### config.mk
export PLATFORM = sky130hd
export DESIGN_NAME = fp_align_shifter
export DESIGN_NICKNAME = d
export VERILOG_FILES = /design/src/rtl/fp_shift_pkg.sv /design/src/rtl/fp_shift_stage.sv /design/src/rtl/fp_align_shifter.sv
export SDC_FILE = /design/constraint.sdc
export NUM_CORES = 1
export LEC_CHECK = 0
export ABC_AREA = 1
export BUFFER_PORTS_ARGS = -buffer_cell sky130_fd_sc_hd__buf_2
export CORE_MARGIN = 5
export CORE_UTILIZATION = 45
export CTS_CLUSTER_DIAMETER = 60
export CTS_CLUSTER_SIZE = 40
export DETAILED_ROUTE_END_ITERATION = 16
export SYNTH_ARGS = -nofsm -noshare
export SYNTH_HDL_FRONTEND = slang
export SYNTH_SLANG_ARGS = --single-unit
### constraint.sdc
create_clock -name clk_i -period 3.04 [get_ports clk_i]
set_input_delay 0.304 -clock clk_i [delete_from_list [all_inputs] [get_ports clk_i]]
set_output_delay 0.304 -clock clk_i [all_outputs]
set_load 0.01 [all_outputs]
### src/rtl/fp_shift_pkg.sv
// ---------------------------------------------------------------------------
// fp_shift_pkg
// Shared types and elaboration helpers for the floating-point alignment /
// normalisation barrel shifter (fp_align_shifter, fp_shift_stage).
//
// Contents:
//   shift_dir_e        - shift direction (0 = left, 1 = right)
//   stage_flags_t      - per-beat control/flag part of the stage payload
//                        (direction, sticky accumulator, overflow accumulator)
//   num_levels()       - number of binary shift levels for a given max shift
//   stage_first_level()/stage_last_level()
//                      - span of levels handled by one pipeline stage; levels
//                        are split as evenly as possible, earlier stages take
//                        the remainder
//
// The width-dependent part of the stage payload (data word and remaining
// shift bits) depends on the shifter's parameters, so the full payload struct
// is declared inside fp_align_shifter and embeds stage_flags_t from here.
// ---------------------------------------------------------------------------
package fp_shift_pkg;

    typedef enum logic {
        SHIFT_LEFT  = 1'b0,
        SHIFT_RIGHT = 1'b1
    } shift_dir_e;

    typedef struct packed {
        shift_dir_e dir;
        logic       sticky;
        logic       overflow;
    } stage_flags_t;

    // A shifter that must honour shifts up to max_shift needs one level per
    // bit of the shift amount.
    function automatic int num_levels(input int max_shift);
        return (max_shift < 1) ? 1 : $clog2(max_shift + 1);
    endfunction

    function automatic int stage_first_level(input int stage, input int levels,
                                             input int stages);
        int base;
        int extra;
        base  = levels / stages;
        extra = levels % stages;
        return stage * base + ((stage < extra) ? stage : extra);
    endfunction

    function automatic int stage_last_level(input int stage, input int levels,
                                            input int stages);
        int base;
        int extra;
        base  = levels / stages;
        extra = levels % stages;
        return stage_first_level(stage, levels, stages) + base
               + ((stage < extra) ? 1 : 0) - 1;
    endfunction

endpackage

### src/rtl/fp_shift_stage.sv
// ---------------------------------------------------------------------------
// fp_shift_stage
// Combinational span of barrel-shifter levels [FirstLevel, LastLevel].
// Level k shifts the word by 0 or 2^k positions depending on bit k of the
// remaining shift amount. While shifting, the stage accumulates:
//   - overflow: any 1 bit pushed off the MSB on a left shift
//   - sticky  : any 1 bit pushed below bit 0 on a right shift
// Consumed shift bits are cleared so the payload carries only what remains.
//
// Build option: FP_SHIFT_STICKY_EN
//   defined   - sticky accumulation is implemented
//   undefined - sticky logic is removed and flags_next.sticky is always 0
//
// Ports:
//   data        in   DataWidth   partial word entering this span
//   shift       in   ShiftWidth  remaining shift bits
//   flags       in   stage_flags_t direction and accumulated flags
//   data_next   out  DataWidth   word after this span
//   shift_next  out  ShiftWidth  remaining shift with this span's bits cleared
//   flags_next  out  stage_flags_t updated flags
// ---------------------------------------------------------------------------
module fp_shift_stage
    import fp_shift_pkg::*;
#(
    parameter int DataWidth  = 27,
    parameter int ShiftWidth = 5,
    parameter int FirstLevel = 0,
    parameter int LastLevel  = 0
) (
    input  logic [DataWidth-1:0]  data,
    input  logic [ShiftWidth-1:0] shift,
    input  stage_flags_t          flags,
    output logic [DataWidth-1:0]  data_next,
    output logic [ShiftWidth-1:0] shift_next,
    output stage_flags_t          flags_next
);

    localparam logic [DataWidth-1:0] AllOnes = {DataWidth{1'b1}};

    logic [DataWidth-1:0]  word;
    logic [ShiftWidth-1:0] rem;
    stage_flags_t          acc;

    always_comb begin
        word = data;
        rem  = shift;
        acc  = flags;
        for (int k = FirstLevel; k <= LastLevel; k++) begin
            if (shift[k]) begin
                if (flags.dir == SHIFT_RIGHT) begin
`ifdef FP_SHIFT_STICKY_EN
                    // Low 2^k bits are about to fall below bit 0.
                    acc.sticky = acc.sticky | (|(word & ~(AllOnes << (1 << k))));
`endif
                    word = word >> (1 << k);
                end else begin
                    // High 2^k bits are about to fall off the MSB.
                    acc.overflow = acc.overflow | (|(word & ~(AllOnes >> (1 << k))));
                    word = word << (1 << k);
                end
            end
            rem[k] = 1'b0;
        end
`ifndef FP_SHIFT_STICKY_EN
        acc.sticky = 1'b0;
`endif
        data_next  = word;
        shift_next = rem;
        flags_next = acc;
    end

endmodule

### src/rtl/fp_align_shifter.sv
// ---------------------------------------------------------------------------
// fp_align_shifter
// Pipelined bidirectional barrel shifter for the FP add/sub datapath:
// right shift for exponent-difference alignment (with sticky capture) and
// left shift for post-add normalisation (with overflow capture).
//
// The shift amount is clamped to MaxShift at the input. A left shift places
// the operand in the LSBs of the output word; a right shift MSB-aligns it
// first. The L = clog2(MaxShift+1) shift levels are spread over NumPipe
// register stages (earlier stages take any extra level). The pipeline is
// elastic: a stage loads when it is empty or its contents move on in the
// same cycle, so there are no bubbles and full backpressure is supported.
// Data registers are not reset; only the valid flags are. Outputs are forced
// to zero whenever valid_o is low.
//
// Build option: FP_SHIFT_STICKY_EN
//   defined   - sticky_o reports bits shifted out on right shifts
//   undefined - sticky logic is removed and sticky_o is tied to 0
//
// Parameters:
//   InputDataWidth  width of data_i
//   OutputDataWidth width of data_o (>= InputDataWidth)
//   MaxShift        largest honoured shift, larger requests are clamped
//   NumPipe         register stages, 1..clog2(MaxShift+1)
//
// Ports:
//   clk_i           in   1     clock, rising edge
//   rst_i           in   1     asynchronous active-high reset
//   valid_i         in   1     input beat valid
//   ready_o         out  1     block can accept a beat
//   data_i          in   IW    operand
//   shift_amount_i  in   SW    requested shift
//   dir_i           in   1     0 = left, 1 = right
//   valid_o         out  1     output beat valid
//   ready_i         in   1     downstream accepts
//   data_o          out  OW    shifted result
//   sticky_o        out  1     nonzero bits lost below bit 0 (right shift)
//   overflow_o      out  1     nonzero bits lost off the MSB (left shift)
// ---------------------------------------------------------------------------
module fp_align_shifter
    import fp_shift_pkg::*;
#(
    parameter int InputDataWidth  = 24,
    parameter int OutputDataWidth = 27,
    parameter int MaxShift        = 27,
    parameter int NumPipe         = 2
) (
    input  logic                           clk_i,
    input  logic                           rst_i,
    input  logic                           valid_i,
    output logic                           ready_o,
    input  logic [InputDataWidth-1:0]      data_i,
    input  logic [$clog2(MaxShift+1)-1:0]  shift_amount_i,
    input  logic                           dir_i,
    output logic                           valid_o,
    input  logic                           ready_i,
    output logic [OutputDataWidth-1:0]     data_o,
    output logic                           sticky_o,
    output logic                           overflow_o
);

    localparam int ShiftWidth = $clog2(MaxShift + 1);
    localparam int Levels     = num_levels(MaxShift);
    localparam int Last       = NumPipe - 1;

    if (OutputDataWidth < InputDataWidth) begin : g_bad_width
        $error("fp_align_shifter: OutputDataWidth must be >= InputDataWidth");
    end
    if (NumPipe < 1 || NumPipe > Levels) begin : g_bad_pipe
        $error("fp_align_shifter: NumPipe must be in 1..clog2(MaxShift+1)");
    end

    typedef struct packed {
        logic [OutputDataWidth-1:0] data;
        logic [ShiftWidth-1:0]      shift;
        stage_flags_t               flags;
    } payload_t;

    payload_t in_payload;
    payload_t stage_in   [NumPipe];
    payload_t stage_next [NumPipe];
    payload_t stage_q    [NumPipe];

    logic [OutputDataWidth-1:0] next_data  [NumPipe];
    logic [ShiftWidth-1:0]      next_shift [NumPipe];
    stage_flags_t               next_flags [NumPipe];

    logic [NumPipe-1:0] stage_valid;
    logic [NumPipe-1:0] stage_ready;
    logic [NumPipe-1:0] stage_feed;

    // Input stage: clamp, align and seed the flag accumulators.
    always_comb begin
        in_payload           = '0;
        in_payload.flags.dir = shift_dir_e'(dir_i);
        if (int'(shift_amount_i) > MaxShift) begin
            in_payload.shift = ShiftWidth'(MaxShift);
        end else begin
            in_payload.shift = shift_amount_i;
        end
        if (in_payload.flags.dir == SHIFT_RIGHT) begin
            in_payload.data = OutputDataWidth'(data_i) << (OutputDataWidth - InputDataWidth);
        end else begin
            in_payload.data = OutputDataWidth'(data_i);
        end
    end

    always_comb begin
        stage_in[0] = in_payload;
        for (int n = 1; n < NumPipe; n++) begin
            stage_in[n] = stage_q[n-1];
        end
    end

    for (genvar n = 0; n < NumPipe; n++) begin : g_stage
        fp_shift_stage #(
            .DataWidth  (OutputDataWidth),
            .ShiftWidth (ShiftWidth),
            .FirstLevel (stage_first_level(n, Levels, NumPipe)),
            .LastLevel  (stage_last_level(n, Levels, NumPipe))
        ) u_stage (
            .data       (stage_in[n].data),
            .shift      (stage_in[n].shift),
            .flags      (stage_in[n].flags),
            .data_next  (next_data[n]),
            .shift_next (next_shift[n]),
            .flags_next (next_flags[n])
        );
    end

    always_comb begin
        for (int n = 0; n < NumPipe; n++) begin
            stage_next[n].data  = next_data[n];
            stage_next[n].shift = next_shift[n];
            stage_next[n].flags = next_flags[n];
        end
    end

    // Ready ripples back from the output: a stage can take a beat when it is
    // empty or its current beat leaves in the same cycle.
    always_comb begin
        stage_ready[Last] = ~stage_valid[Last] | ready_i;
        for (int n = Last - 1; n >= 0; n--) begin
            stage_ready[n] = ~stage_valid[n] | stage_ready[n+1];
        end
    end

    always_comb begin
        stage_feed[0] = valid_i;
        for (int n = 1; n < NumPipe; n++) begin
            stage_feed[n] = stage_valid[n-1];
        end
    end

    always_ff @(posedge clk_i or posedge rst_i) begin
        if (rst_i) begin
            stage_valid <= '0;
        end else begin
            for (int n = 0; n < NumPipe; n++) begin
                if (stage_ready[n]) begin
                    stage_valid[n] <= stage_feed[n];
                end
            end
        end
    end

    always_ff @(posedge clk_i) begin
        for (int n = 0; n < NumPipe; n++) begin
            if (stage_ready[n] && stage_feed[n]) begin
                stage_q[n] <= stage_next[n];
            end
        end
    end

    assign ready_o = stage_ready[0];
    assign valid_o = stage_valid[Last];

    // Data registers are never reset, so outputs are masked by valid_o.
    always_comb begin
        data_o     = valid_o ? stage_q[Last].data : '0;
        overflow_o = valid_o & stage_q[Last].flags.overflow;
`ifdef FP_SHIFT_STICKY_EN
        sticky_o   = valid_o & stage_q[Last].flags.sticky;
`else
        sticky_o   = 1'b0;
`endif
    end

endmodule

# Word level (Yosys, flattened, before mapping)
# Memory sizes are Yosys's and may differ from the RTL's.
# Index checks and enable logic that the tools add are counted.
# word_totals
ff_bits,2
ram_bits,68
in_bits,34
elab_cells,46
mem_count,1
# mem_list
memory,words,width,rd,rd_clocked_by_memory_dff,wr,line,rtl
stage_q,2,34,2,0,2,fp_align_shifter.sv:82,payload_t stage_q [NumPipe];
# op_classes
order_cmp,1
mux,27
bitwise,9
reduce_logical,6
# ops
op,count
$mux W27,12
$reduce_or A16 Y1,1
$mux W1,14
$reduce_or A8 Y1,1
$or A1 B1 Y1,6
$gt A5 B5 Y1 const B,1
$mux W5,1
$reduce_or A4 Y1,1
$logic_and A1 B1 Y1,2
$not A1 Y1,2
$reduce_or A2 Y1,1
$and A1 B1 Y1,1

# Logic depth before layout (Yosys ltp)
# Gate-level depths: netlist of run 1.
# depth
depth_word,10
mapped_depth,12

# Cells and area by module
# From an unflattened synthesis of run 1, not the netlist that was laid out.
# unflattened
cells_unflattened,767
area_unflattened_um2,5078.6
# modules_own_cells
mod,instances,cells_per_inst,area_per_inst_um2,seq_area_each_um2
fp_align_shifter,1,213,2563.7,1941.9
fp_shift_stage (g_stage[0].u_stage),1,359,1566.5,0.0
fp_shift_stage (g_stage[1].u_stage),1,195,948.4,0.0

# Worst setup path after synthesis of run 1
# OpenSTA, ideal clock, no wires.
# synth_timing
path_type,flip-flop to flip-flop
start,register stage_valid[1]
end,memory stage_q[0][34] (netlist bit) (enable)
setup_ns,0.422
arrival_ns,2.080
setup_slack_ns,0.537
path_stages_with_launch,3
synth_period_minus_slack_ns,2.503
cell_sequence,dfrtp_1 > clkbuf_1 > a21oi_1
# synth_rtl
item,line,rtl
from (decl),fp_align_shifter.sv:88,logic [NumPipe-1:0] stage_valid;
"from (signal, indexed assignment)",fp_align_shifter.sv:161,stage_valid[n] <= stage_feed[n];
to (decl),fp_align_shifter.sv:82,

==> qor.txt, run 1 <==
hold_buf cts: 1
Peak VDD IR: 0.2027 mV
Max transition margin: 26.48%
Max Cap Viol: 0
Power Total: 2.541 mW
Congestion Overflow GR: 0
TritonCTS Buffers: 9
Hold Path Origin: shift_amount_i[3]
I/O pin cnt: 65
Final Critical Period: 2.091 ns
Net Sw Power: 0.8662 mW
Area Growth Syn to Fin: 10.78%
reg2reg end: stage_q[0][34]
cells resized by post-CTS repair: 0
Final HPWL DP: 10.05 mm
Buf/Inv on CP: 2
Sw Share: 34.09%
RR Startpoint: stage_q[0][5]
Worst Max-Slew Pin Slew: 1.102 ns
die height: 113.5 um
Std-Cell Rows: 37
synth unique cells: 29
first-pass GRT wire length: 21.11 mm
Reg2Reg Depth: 11
initial antenna violation count: 0
critical path endpoint category: register
DR WL/cell: 13.90 um
IO buf count: 63
root buf cell: clkbuf_8
Post-CTS Repair Setup Buffers: 0
average size of a mapped cell: 6.501 um^2
gpl congestion: 0.8718
First-pass DRT Iterations: 7
Critical Path Start Type: register
Synth Cell Area: 4817 um^2
leakage power: 2.847 nW
Worst R2R Setup Slack: 0.95 ns
Setup TNS Final: 0 ns
hold path depth: 1
sequential group share of total power: 43.4%
arrival time at the worst endpoint: 2.19 ns
share of cells above drive strength 1: 13.42%
largest net degree at the start of global routing: 37
clock network power share: 27.8%
worst-path maximum fanout: 16
Die X: 113.5 um
status: completed
ANT cells: 0
CP peak stage delay: 0.40 ns
CP delay by family, top: simple AND/OR/NAND/NOR gates
CTS HTree Levels: 3
final worst-path cycle share: 68.80%
total global-route track usage: 20.32%
Starting Density: 46.45%
DR DRC count: 0
Final Skew: 0.009290 ns
drt first-iter violations: 288
WP data required: 3.14 ns
vias in the first global route: 4,277
Worst Hold End: stage_q[0][5]
Final Worst Setup Slack: 0.9485 ns
clk sinks: 61
register area share after synthesis: 37.82%
synth warn: 0
CTS tree: built
CTS max path bufs: 2
Setup Viol. Count Final: 0
RSZ-0062 raised after global routing: no
Post-Syn Nets: 775
CORE AREA: 10,370 um^2
f_max: 0.4781 GHz
Min-Delay Path Class: primary input to register
vias per cell: 5.097
Post-DRT Antenna Nets: 0
crit-path most repeated cell: nand2_1
# fillers: 1,077
Final Max Slew Viols: 0
Final Hold Viols: 0
synthesized flop and latch total: 61
Worst path slowest cell: edfxtp_1
Setup CP Type: register to register
P per Cell Area: 476.2 nW/um^2
pre-CTS worst setup slack: 0.8127 ns
total wire length: 12.87 mm
Worst-Skew Late Latency: 0.34 ns
Die Area: 12,870 um^2
P_int: 1.675 mW
Gate power share: 28.8%
Final Net Count: 819
critical-path cell list: buf_4, nand2_1, inv_1, nand2_1, nand3_1, nor2_1, nand2_1, nor2_1, nand2_1, nand2_1, nand2_1
Post-Syn Instances: 741
Reg clk slew, reported paths: 0.07 ns
via count: 4,720
==> power groups by stage <==
| stage | Sequential [mW] | Clock (mW) | Combinational (mW) |
|---|---|---|---|
| after global placement | 1.12 | 0 | 0.726 |
| after CTS | 1.10 | 0.726 | 0.734 |
| after detailed placement | 1.12 | 0 | 0.731 |
| after global routing | 1.11 | 0.763 | 0.832 |
| final | 1.10 | 0.707 | 0.731 |
| after floorplan | 1.11 | 0 | 0.528 |
==> cell usage after synthesis (all sizes together) <==
cell type	number	area share, %
nand2	345	27
inv	106	8.4
nand3	66	7.7
edfxtp	59	37
o21ai	35	3.6
nor2	34	3.2
o22ai	33	4.3
buf	28	4.2
clkbuf	12	0.93
a21oi	7	0.73
nand3b	4	0.62
nand4	3	0.39
o21a	3	0.47
dfrtp	2	1.0
nor4	2	0.26
clkinv	1	0.078
conb	1	0.078
==> metal layers <==
layer  global-route usage (%)  up-vias  share of wire [%]
met5                        0        -                  0
met4                    9.375        0                4.0
met3                    3.448       33                4.5
met2                    35.30      136                 49
met1                    24.49     2125                 42
li1                         -     2426                  -
==> registers in the layout, indices dropped and copies added, names as in the netlist <==
signal and cells:
stage_q 59, stage_valid 2
==> logic make-up (layout without fill, tap and decap cells) <==
group	count (synthesis)	after routing	share of synthesized area (%)
simple gates	454	454	39.40
buf+inv	147	196	13.58
compound gates	78	78	9.117
flops	61	61	37.82
other cells	1	1	0.07785
==> final cells by class <==
| class | instances | area (um^2) | area share (%) |
|---|---|---|---|
| flip-flops and latches | 61 | 1822 | 34.14 |
| repair buffers | 73 | 392.9 | 7.362 |
| clock buffers | 9 | 123.9 | 2.321 |
| multi-input cells | 533 | 2345 | 43.94 |
| well taps | 136 | 170.2 | 3.189 |
| inverters | 107 | 406.6 | 7.620 |
| clock inverters | 7 | 76.32 | 1.430 |
==> through the flow <==
| step | std cells | hold WS [ns] | utilization (%) | area (um^2) |
|---|---|---|---|---|
| 6_report | 926 | 0.1817 | 51.46 | 5336 |
| 5_1_grt | 926 | 0.1718 | 51.46 | 5336 |
| 4_1_cts | 926 | 0.1699 | 51.46 | 5336 |
| 3_5_place_dp | 909 | 0.1591 | 49.43 | 5126 |
| 3_3_place_gp | 909 | 0.1546 | 49.43 | 5126 |
| 2_1_floorplan | 741 | 0.04518 | - | 4817 |
==> worst max path at each step <==
stage / start / endpoint / slack [ns] / depth (start not counted)
CTS: stage_q[0][5] / stage_q[0][34] / 0.95 / 11
global route: stage_q[0][5] / stage_q[0][34] / 0.75 / 11
floorplan: stage_valid[1] / stage_q[0][34] / 0.54 / 2
detailed placement: dir_i / stage_q[0][21] / 0.81 / 10
finish: stage_q[0][5] / stage_q[0][34] / 0.95 / 11
global placement: shift_amount_i[0] / stage_q[0][21] / 0.85 / 10
==> worst reg2reg max path, delay by kind of cell (launching register included) <==
family	cells	cell delay, ns
simple gates	9	0.98
flops	1	0.40
buf+inv	2	0.46
==> placed cells by master, fill, tap and decap left out, types with 4 or more instances in the layout <==
| cell | n |
|---|---|
| nand3_2 | 6 |
| nand3_1 | 59 |
| inv_1 | 103 |
| nand3b_1 | 4 |
| buf_4 | 9 |
| nand2_1 | 341 |
| o22ai_1 | 33 |
| o21ai_0 | 32 |
| edfxtp_1 | 59 |
| buf_2 | 63 |
| clkbuf_8 | 9 |
| nor2_1 | 31 |
| a21oi_1 | 6 |
Note: power is estimated with default switching activity, not from simulation.
==> run 2, diff against run 1 <==
--- a/config.mk
+++ b/config.mk
@@ -12,6 +12,7 @@
 export CTS_CLUSTER_DIAMETER = 60
 export CTS_CLUSTER_SIZE = 40
 export DETAILED_ROUTE_END_ITERATION = 16
+export PLACE_DENSITY = 0.67
 export SYNTH_ARGS = -nofsm -noshare
 export SYNTH_HDL_FRONTEND = slang
 export SYNTH_SLANG_ARGS = --single-unit
==> constraint.sdc (replaced) <==
create_clock -name clk_i -period 1.8 [get_ports clk_i]
set_input_delay 0.18 -clock clk_i [delete_from_list [all_inputs] [get_ports clk_i]]
set_output_delay 0.18 -clock clk_i [all_outputs]
set_load 0.01 [all_outputs]
==> run 2 against run 1 <==
  * Fmax increased by 26%
  * Non-clock buffer count increased by 18
  * Core utilization increased by 1.7 points
  * Sequential share of layout area decreased by 1.1 points
  * Combinational power increased by 75%
  * Cell area increased by 3.3%
==> qor.txt, run 2 (same netlist as run 1, synthesis figures left out) <==
arrival time at the worst endpoint: 1.75 ns
M1 GR Usage: 26.52%
CORE AREA: 10,370 um^2
CP delay by family, top: simple AND/OR/NAND/NOR gates
Min-Delay Path Class: primary input to register
Final Hold Viols: 0
total global-route track usage: 20.30%
vias in the first global route: 4,457
hold path depth: 1
IO buf count: 63
Starting Density: 46.45%
initial antenna violation count: 0
RR Startpoint: stage_q[0][5]
Final Worst Setup Slack: 0.1380 ns
Final Critical Period: 1.662 ns
Reg2Reg Depth: 10
crit-path most repeated cell: nand2_1
vias per cell: 5.074
DR DRC count: 0
met3 Resource Use GR: 2.653%
Worst Hold End: stage_q[0][6]
Post-DRT Antenna Nets: 0
f_max: 0.6017 GHz
Reg clk slew, reported paths: 0.08 ns
Final Net Count: 837
final worst-path cycle share: 92.34%
Congestion Overflow GR: 0
CTS max path bufs: 2
Max Cap Viol: 0
Area Growth Syn to Fin: 14.39%
Setup Viol. Count Final: 0
die height: 113.5 um
CTS tree: built
Final HPWL DP: 9.909 mm
gpl congestion: 0.8796
P per Cell Area: 768.8 nW/um^2
root buf cell: clkbuf_8
max FFs per register: 59
ANT cells: 0
commonest non-fill, non-tap cells in the layout: nand2_1 (341), inv_1 (103), buf_2 (63)
drt first-iter violations: 308
Biggest register: stage_q
pre-CTS worst setup slack: -0.1005 ns
Power Total: 4.236 mW
first-pass GRT wire length: 21.24 mm
final instance area: 5510 um^2
most used routing layer: met2
Buf/Inv on CP: 1
Worst-Skew Late Latency: 0.35 ns
CTS HTree Levels: 3
First-pass DRT Iterations: 5
reg2reg end: stage_q[0][34]
Worst Hold Slack: 0.05934 ns
Critical Path Start Type: register
total wire length: 12.47 mm
Hold Path Origin: shift_amount_i[4]
CP peak stage delay: 0.48 ns
largest net degree at the start of global routing: 32
Std-Cell Rows: 37
Peak VDD IR: 0.2703 mV
commonest non-fill, non-tap cell in the layout: nand2_1
Worst R2R Setup Slack: 0.14 ns
critical path endpoint category: register
Worst path slowest cell: edfxtp_1
share of cells above drive strength 1: 15.47%
leakage power: 2.950 nW
TritonCTS Buffers: 9
top flop regs: stage_q: 59 flops, stage_valid: 2 flops
Die X: 113.5 um
worst-path maximum fanout: 8
# fillers: 1,048
DR WL/cell: 13.21 um
Die Area: 12,870 um^2
RSZ-0062 raised after global routing: no
Final Max Slew Viols: 0
critical-path cell list: nand2_1, inv_1, nand2_1, nand3_1, nor2_1, nand2_1, nor2_1, nand2_1, nand2_1, nand2_1
M2 GR Usage: 34.51%
clk sinks: 61
I/O pin cnt: 65
via count: 4,790
Final Skew: 0.01215 ns
status: completed
Setup CP Type: register to register
Post-DP Area: 5304 um^2
WP data required: 1.89 ns
run 2: area by class of cell:
cell class / count / area (um^2) / area share [%]
clock buffer: 9 / 123.9 / 2.248
clock inverter: 7 / 50.05 / 0.9083
tap: 136 / 170.2 / 3.088
timing repair buffer: 91 / 578.1 / 10.49
sequential: 61 / 1822 / 33.06
multi-input combinational: 533 / 2360 / 42.82
inverter: 107 / 406.6 / 7.380
run 2: per-stage QoR:
stage / utilization (%) / cells / setup TNS [ns]
after floorplan: - / 741 / 0
after global placement: 51.15 / 925 / -0.02118
after detailed placement: 51.15 / 925 / -0.1005
after CTS: 52.94 / 942 / 0
after global routing: 53.14 / 944 / 0
final: 53.14 / 944 / 0
run 2: worst max-delay path by stage:
stage | end | startpoint | cells past startpoint
after global routing | stage_q[0][34] | stage_q[0][5] | 10
final | stage_q[0][34] | stage_q[0][5] | 10
after CTS | stage_q[0][34] | stage_q[0][5] | 10
after detailed placement | stage_q[0][34] | stage_q[0][5] | 10
after global placement | stage_q[0][34] | stage_q[0][5] | 10
after floorplan | stage_q[0][0] | stage_valid[1] | 3
run 2: worst register-to-register path, cell delays in order, from the launching register on:
cell      delay, ns
edfxtp_1       0.48
nand2_1        0.13
inv_1          0.14
nand2_1        0.11
nand3_1        0.11
nor2_1         0.11
nand2_1        0.06
nor2_1         0.10
nand2_1        0.06
nand2_1        0.05
nand2_1        0.04
run 2: power breakdown:
group | switching [mW] | internal [mW] | leakage (nW) | total (mW)
Sequential | 0.0850 | 1.78 | 0.604 | 1.87
Clock | 0.580 | 0.505 | 0.0937 | 1.08
Combinational | 0.829 | 0.455 | 2.25 | 1.28
Total | 1.49 | 2.74 | 2.95 | 4.24
run 2: routing by layer:
metal	wire, um	share of wire [%]
met1	5695	46
met2	5880	47
met3	610	4.9
met4	281	2.3
met5	0	0
run 2: timing repair:
| action | 4_1_cts | 5_1_grt |
|---|---|---|
| endpoints found under the setup margin | 3 | 1 |
| endpoints found under the hold margin | 2 | 0 |
| resized for setup | 1 | 1 |
| setup buffers | 0 | 2 |
| hold buffers | 1 | 0 |
